**src/rtl/pmod_i2s_rx.sv**
```systemverilog
// I2S slave receiver: oversamples SCLK/LRCLK/SDOUT in the clk domain and emits
// each complete left/right frame as a word pair with a one-cycle valid strobe.
module pmod_i2s_rx #(
   parameter int DATA_W = 16
) (
   input  logic              clk,
   input  logic              rst,
   input  logic              i2s_en,
   input  logic              i2s_sclk,
   input  logic              i2s_lrclk,
   input  logic              i2s_sdout,
   output logic [DATA_W-1:0] left_data,
   output logic [DATA_W-1:0] right_data,
   output logic              sample_valid,
   output logic              frame_err
);

   localparam int CW = $clog2(DATA_W + 1);
   localparam logic [CW-1:0] FULL = CW'(DATA_W);

   typedef enum logic {IDLE, SHIFT} state_t;

   state_t            state_reg, state_next;
   logic [2:0]        pin_s1, pin_s2;
   logic              sclk_d;
   logic              lr_prev_reg, lr_prev_next;
   logic              slot_reg, slot_next;
   logic [CW-1:0]     cnt_reg, cnt_next;
   logic [DATA_W-1:0] shreg_reg, shreg_next;
   logic [DATA_W-1:0] hold_reg, hold_next;
   logic              ok_reg, ok_next;
   logic [DATA_W-1:0] left_next, right_next;
   logic              valid_next, err_next;

   logic              sclk_s2, lr_s2, sd_s2, rise, chg;
   logic [DATA_W-1:0] word;
   logic [CW-1:0]     n;

   assign sclk_s2 = pin_s2[2];
   assign lr_s2   = pin_s2[1];
   assign sd_s2   = pin_s2[0];
   assign rise    = sclk_s2 & ~sclk_d;
   assign chg     = lr_s2 != lr_prev_reg;

   // Identical two-flop synchronisers for all three pins.
   always_ff @(posedge clk or negedge rst) begin
      if (!rst) begin
         pin_s1 <= '0;
         pin_s2 <= '0;
         sclk_d <= 1'b0;
      end else begin
         pin_s1 <= {i2s_sclk, i2s_lrclk, i2s_sdout};
         pin_s2 <= pin_s1;
         sclk_d <= sclk_s2;
      end
   end

   always_ff @(posedge clk or negedge rst) begin
      if (!rst) begin
         state_reg    <= IDLE;
         lr_prev_reg  <= 1'b0;
         slot_reg     <= 1'b0;
         cnt_reg      <= '0;
         shreg_reg    <= '0;
         hold_reg     <= '0;
         ok_reg       <= 1'b0;
         left_data    <= '0;
         right_data   <= '0;
         sample_valid <= 1'b0;
         frame_err    <= 1'b0;
      end else begin
         state_reg    <= state_next;
         lr_prev_reg  <= lr_prev_next;
         slot_reg     <= slot_next;
         cnt_reg      <= cnt_next;
         shreg_reg    <= shreg_next;
         hold_reg     <= hold_next;
         ok_reg       <= ok_next;
         left_data    <= left_next;
         right_data   <= right_next;
         sample_valid <= valid_next;
         frame_err    <= err_next;
      end
   end

   always_comb begin
      state_next   = state_reg;
      lr_prev_next = lr_prev_reg;
      slot_next    = slot_reg;
      cnt_next     = cnt_reg;
      shreg_next   = shreg_reg;
      hold_next    = hold_reg;
      ok_next      = ok_reg;
      left_next    = left_data;
      right_next   = right_data;
      valid_next   = 1'b0;
      err_next     = 1'b0;

      // Bits past DATA_W are dropped so long slots keep only their MSBs.
      word = shreg_reg;
      n    = cnt_reg;
      if (cnt_reg < FULL) begin
         word = {shreg_reg[DATA_W-2:0], sd_s2};
         n    = cnt_reg + CW'(1);
      end

      // lr_prev tracks LRCLK even while disabled so re-enable resyncs cleanly.
      if (rise)
         lr_prev_next = lr_s2;

      if (!i2s_en) begin
         state_next = IDLE;
         cnt_next   = '0;
         ok_next    = 1'b0;
      end else if (rise) begin
         case (state_reg)
            IDLE: begin
               if (chg) begin
                  slot_next  = lr_s2;
                  cnt_next   = '0;
                  ok_next    = 1'b0;
                  state_next = SHIFT;
               end
            end
            SHIFT: begin
               shreg_next = word;
               cnt_next   = n;
               // With the one-bit I2S delay, the bit on an LRCLK change closes the old slot.
               if (chg) begin
                  if (n == FULL) begin
                     if (!slot_reg) begin
                        hold_next = word;
                        ok_next   = 1'b1;
                     end else if (ok_reg) begin
                        left_next  = hold_reg;
                        right_next = word;
                        valid_next = 1'b1;
                        ok_next    = 1'b0;
                     end
                  end else begin
                     err_next = 1'b1;
                     ok_next  = 1'b0;
                  end
                  slot_next = lr_s2;
                  cnt_next  = '0;
               end
            end
            default: state_next = IDLE;
         endcase
      end
   end

endmodule

```
**config.mk**
```make
export PLATFORM = sky130hd
export DESIGN_NAME = pmod_i2s_rx
export DESIGN_NICKNAME = d
export VERILOG_FILES = /design/src/rtl/pmod_i2s_rx.sv
export SDC_FILE = /design/constraint.sdc
export NUM_CORES = 1
export LEC_CHECK = 0
export ABC_AREA = 1
export CAP_MARGIN = 20
export CELL_PAD_IN_SITES_DETAIL_PLACEMENT = 2
export CELL_PAD_IN_SITES_GLOBAL_PLACEMENT = 2
export CORE_UTILIZATION = 30
export DETAILED_ROUTE_END_ITERATION = 16
export MAX_ROUTING_LAYER = met4
export PLACE_DENSITY = 0.72
export SLEW_MARGIN = 10
export SYNTH_ARGS = -nofsm -noshare
export SYNTH_HDL_FRONTEND = slang
export SYNTH_SLANG_ARGS = --single-unit
```
**constraint.sdc**
```tcl
create_clock -name clk -period 1.88 [get_ports clk]
set_input_delay 0.376 -clock clk [delete_from_list [all_inputs] [get_ports clk]]
set_output_delay 0.376 -clock clk [all_outputs]
set_load 0.02 [all_outputs]
```
==> Yosys cells after proc, flatten, opt, wreduce, memory -nomap -nowiden <==
Cells that the tools add are included.
{ "word_totals": {"ramBits": 0, "inputBits": 6, "mem_bits_ro": 0, "word_cells": 62, "latchBits": 0, "out_inout_bits": 34, "memories": 0, "ff_bits": 82} }
{ "op_classes": {"muxes": 31, "mul": 0, "n_bitwise": 4, "eq_ne": 5, "reduce_logical": 6, "add_sub_neg": 1, "div": 0, "n_lt_le_gt_ge": 1, "n_shift": 0} }
{ "ops": {"columns": ["cell", "n"], "rows": [
  ["5-bit two-way mux", 5],
  ["1-bit two-way mux", 23],
  ["16-bit two-way mux", 1],
  ["5-bit one-hot mux with 2 select lines", 1],
  ["3-bit AND reduction", 3],
  ["7-bit AND reduction", 1],
  ["6-bit AND reduction", 1],
  ["5-bit by 1-bit adder with 5-bit output (second input constant)", 1],
  ["5-bit == test (second input constant)", 1],
  ["5-bit < comparator (second input constant)", 1],
  ["3-bit by 2-bit != test with 1-bit output (second input constant)", 1],
  ["3-bit != test (second input constant)", 1],
  ["1-bit NOT", 3],
  ["2-bit by 1-bit != test with 1-bit output (second input constant)", 1],
  ["1-bit one-hot mux with 2 select lines", 1],
  ["2-bit AND reduction", 1],
  ["1-bit AND", 1],
  ["1-bit != test", 1]
]} }

==> Longest topological paths before layout <==
{ "depth": {"word_depth": 8, "depth_mapped": 10, "mapped_depth_nobuf": 9} }

==> Least setup slack after synthesis <==
No wires, ideal clock.
{ "synth_timing": {"kind": "register -> register", "from": "reg cnt_reg[0]", "to": "reg right_data[13]", "stages_incl_launch_ff": 11, "setup_time_ps": 117, "path_slack_ps": 278, "t_arrival_ps": 1485, "synth_period_minus_slack_ps": 1602, "required_time_ps": 1763, "path_buffers": 1, "path_cell_list": "dfrtp_1 > ha_1 > inv_1 > nand2_1 > nand2_1 > nand3_2 > nor2_8 > nand3_2 > buf_2 > nand2_1 > nand2_1"} }
{ "synth_between": {"elab_chain_cells": 4, "word_cells_on_any_way": 6, "classes_between": "add/sub (1); order compare (1); eq/ne (1); mux (2); reduce/logical (1)"} }
{ "synth_lines": {"columns": ["item", "line_no", "source"], "rows": [
  ["start: declaration", "28", "logic [CW-1:0] cnt_reg, cnt_next;"],
  ["start signal: assignment", "75", "cnt_reg <= cnt_next;"],
  ["5-bit by 1-bit adder with 5-bit output or 5-bit < comparator (tied branches)", "104, 102", null],
  ["5-bit two-way mux", "102", "if (cnt_reg < FULL) begin"],
  ["5-bit == test", "130", "if (n == FULL) begin"],
  ["7-bit AND reduction (no line)", null, null],
  ["end signal: assignment", "80", "right_data <= right_next;"],
  ["end: declaration", "13", "output logic [DATA_W-1:0] right_data,"]
]} }
Parallel ways exist; a longest one is shown, timed or not.
A chain may end at the register's enable or synchronous reset.

==> Worst setup path in the final report <==
{ "layout_timing": {"from": "reg cnt_reg[0]", "to": "reg right_data[11]"} }
Same word-level chain as after synthesis.

==> impl_metrics.toml <==
[outcome]
status = "completed"

[power_and_ir_drop]
power.density_mw_per_mm2 = 970
leakagePower_nw = 2.29
vdd_drop_max_v = 0.000632

[synth]
ys_ff_latch = 82
yosysUniqueCellTypes = 22
synth_area_leader_cell = "dfrtp_1"
yosys_warnings = 0
syn_area_mm2 = 0.00353
netlist_top_cells_area = "dfrtp_1 (58%), nand2_1 (16%), nand4_1 (8.5%), o21ai_0 (4.8%), inv_1 (2.8%)"
synth_cells = 391
synthesis.nets = 398
avgSynthCellArea_um2 = 9.02
ys_seq_area_share_pct = 58.2
yosys.area.top_type_share_pct = 58.2

[detailed_routing]
via_per_inst = 4.98
vias = 2977
first_pass_iters = 4
drt_iter0_drc = 100
antenna_left = 0
route.detailed.drc = 0
wl_per_cell_um = 17.5
drt-total-wl_um = 10500

[critical_path]
end_kind = "register"
r2r_start = "cnt_reg[0]"
cp.buffers_inverters = 2
cpPeakStageDelay_ns = 0.40
crit_family = "simple AND/OR/NAND/NOR gates"
critPathKind = "reg -> reg"
crit_slowest_cell = "dfrtp_1"
worstPathRequired_ns = 2.12
path_max_fanout = 12
reg2reg_slack_ns = 0.07
r2r_end = "right_data[11]"
arrival_ns = 2.05
crit_chain = "ha_1 -> inv_1 -> nand2_1 -> nand2_2 -> nand3_4 -> nor2_8 -> nand3_4 -> buf_8 -> nand2_1 -> nand2_1"
crit_top_cell = "nand2_1"
crit_path_start_kind = "register"
reg2reg_depth = 10

[timing]
relSlewSlack_pct = 52.9
rsz0062_at_grt = "true"
finalSetupViolations = 0
slew_viol_final = 0
hold_viol = 0
clock_skew_ns = 0.00763
holdWs_ns = 0.348
max_freq_mhz = 552
worst_pin_slew_ns = 0.699
period_minus_slack_ns = 1.81
min_period_over_period_pct = 96.4

[min_path]
hp-start = "pin_s1[1]"
min_path_cells = 0
hold_end = "pin_s2[1]"
hold_path_class = "reg -> reg"

[floorplanning]
die_x_um = 110
boundaryPins = 40
die_y_um = 110
die_area_mm2 = 0.0122
num_rows = 39
start_util_pct = 30.9
core_area_mm2 = 0.0114

[placed_design]
gp_congestion = 0.740
hpwl_um = 6790
io_buffers = 39

[grt]
grt_overflow = 0
grt_antenna_before_repair = 0
grtUsageTotal_pct = 18.3
grt_max_degree = 41
grt_pass1_vias = 3288
grt_pass1_wl_um = 17000

[layout]
layout-drive-gt1-share_pct = 13.6
area_delta_synth_final_pct = 33.1
nets = 457
final_common_cell = "nand2_1"
fin_util_pct = 41.1
fillCellCount = 1256
final_cell_mix = "nand2_1 (150), dfrtp_1 (82), nand4_1 (48)"
antenna_cells = 0

[cts]
clockBufferDepth = 2
h-tree-depth = 3
cts_tree = "done"
clock_sinks = 82
cts_made_buffers = 9
clk_pin_slew_ns = 0.06
clk_latency_ns = 0.35
clockRootBuffer = "clkbuf_16"

[job]
cap_violations = 0
## cell usage after synthesis
cell,instances
o22ai_1,5
buf_6,3
nand2_1,152
nand3_2,2
inv_2,2
clkbuf_1,5
inv_1,26
mux2_2,1
o21ai_0,34
nor2_4,3
nand3_4,1
buf_2,12
nor2_1,1
a21oi_1,1
nand3_1,6
nand4_1,48
ha_1,1
buf_1,1
nor2_8,1
buf_4,3
nand2_2,1
dfrtp_1,82
## layer usage
layer	vias up	global-route usage, %	wire length (um)
met5	-	-	0
met4	0	7.56	192
met3	19	3.18	261
met2	41	31.2	5610
met1	1511	21.2	4400
li1	1406	-	-
## power by group
| part | switching, mW | internal, mW |
|---|---|---|
| clock network | 0.745 | 1.37 |
| registers | 0.0788 | 1.90 |
| logic | 0.310 | 0.154 |
## how the worst max path moves through the flow
stage	slack [ns]	from	depth (start not counted)	endpoint
3_3_place_gp	-0.02	i2s_en	9	right_data[8]
3_5_place_dp	-0.13	i2s_en	9	right_data[11]
6_report	0.07	cnt_reg[0]	10	right_data[11]
5_1_grt	-0.08	cnt_reg[0]	10	right_data[11]
4_1_cts	0.02	cnt_reg[0]	10	right_data[11]
2_1_floorplan	0.28	cnt_reg[0]	10	right_data[13]
## what timing repair did
action                     4_1_cts  5_1_grt
resized for setup                1        6
hold buffers                     1        0
hold endpoints to repair        23        0
pin swaps                        1        4
setup endpoints to repair        1       51
gates cloned                     0        2
setup buffers                    2        4
## per-stage QoR
stage                     cell area [um2]  instances  setup WS, ns  total power [mW]  setup TNS (ns)
after floorplan                      3530        391         0.278              2.20               0
after global placement               4200        573       -0.0202              2.43          -0.227
after detailed placement             4200        573        -0.128              2.46           -3.65
after CTS                            4580        592        0.0209              4.59               0
after global routing                 4700        598       -0.0761              4.73           -1.28
final                                4700        598        0.0677              4.56               0
## kinds of logic after synthesis
group | count (synthesis) | share of synthesized area [%]
AOI/OAI and AO/OA | 40 | 5.85
DFF | 82 | 58.2
adders and majority gates | 1 | 0.355
muxes | 1 | 0.319
buffers and inverters | 52 | 6.91
and+or+nand+nor | 215 | 28.4
## layout make-up
cell class	instances	area, um2	share of cell area (%)
flip-flops and latches	82	2050	43.7
multi-input cells	257	1250	26.7
repair buffers	72	756	16.1
clock buffers	11	253	5.38
well taps	143	179	3.81
inverters	28	105	2.24
clock inverters	5	100	2.13
Note: power is estimated with default switching activity, not from simulation.
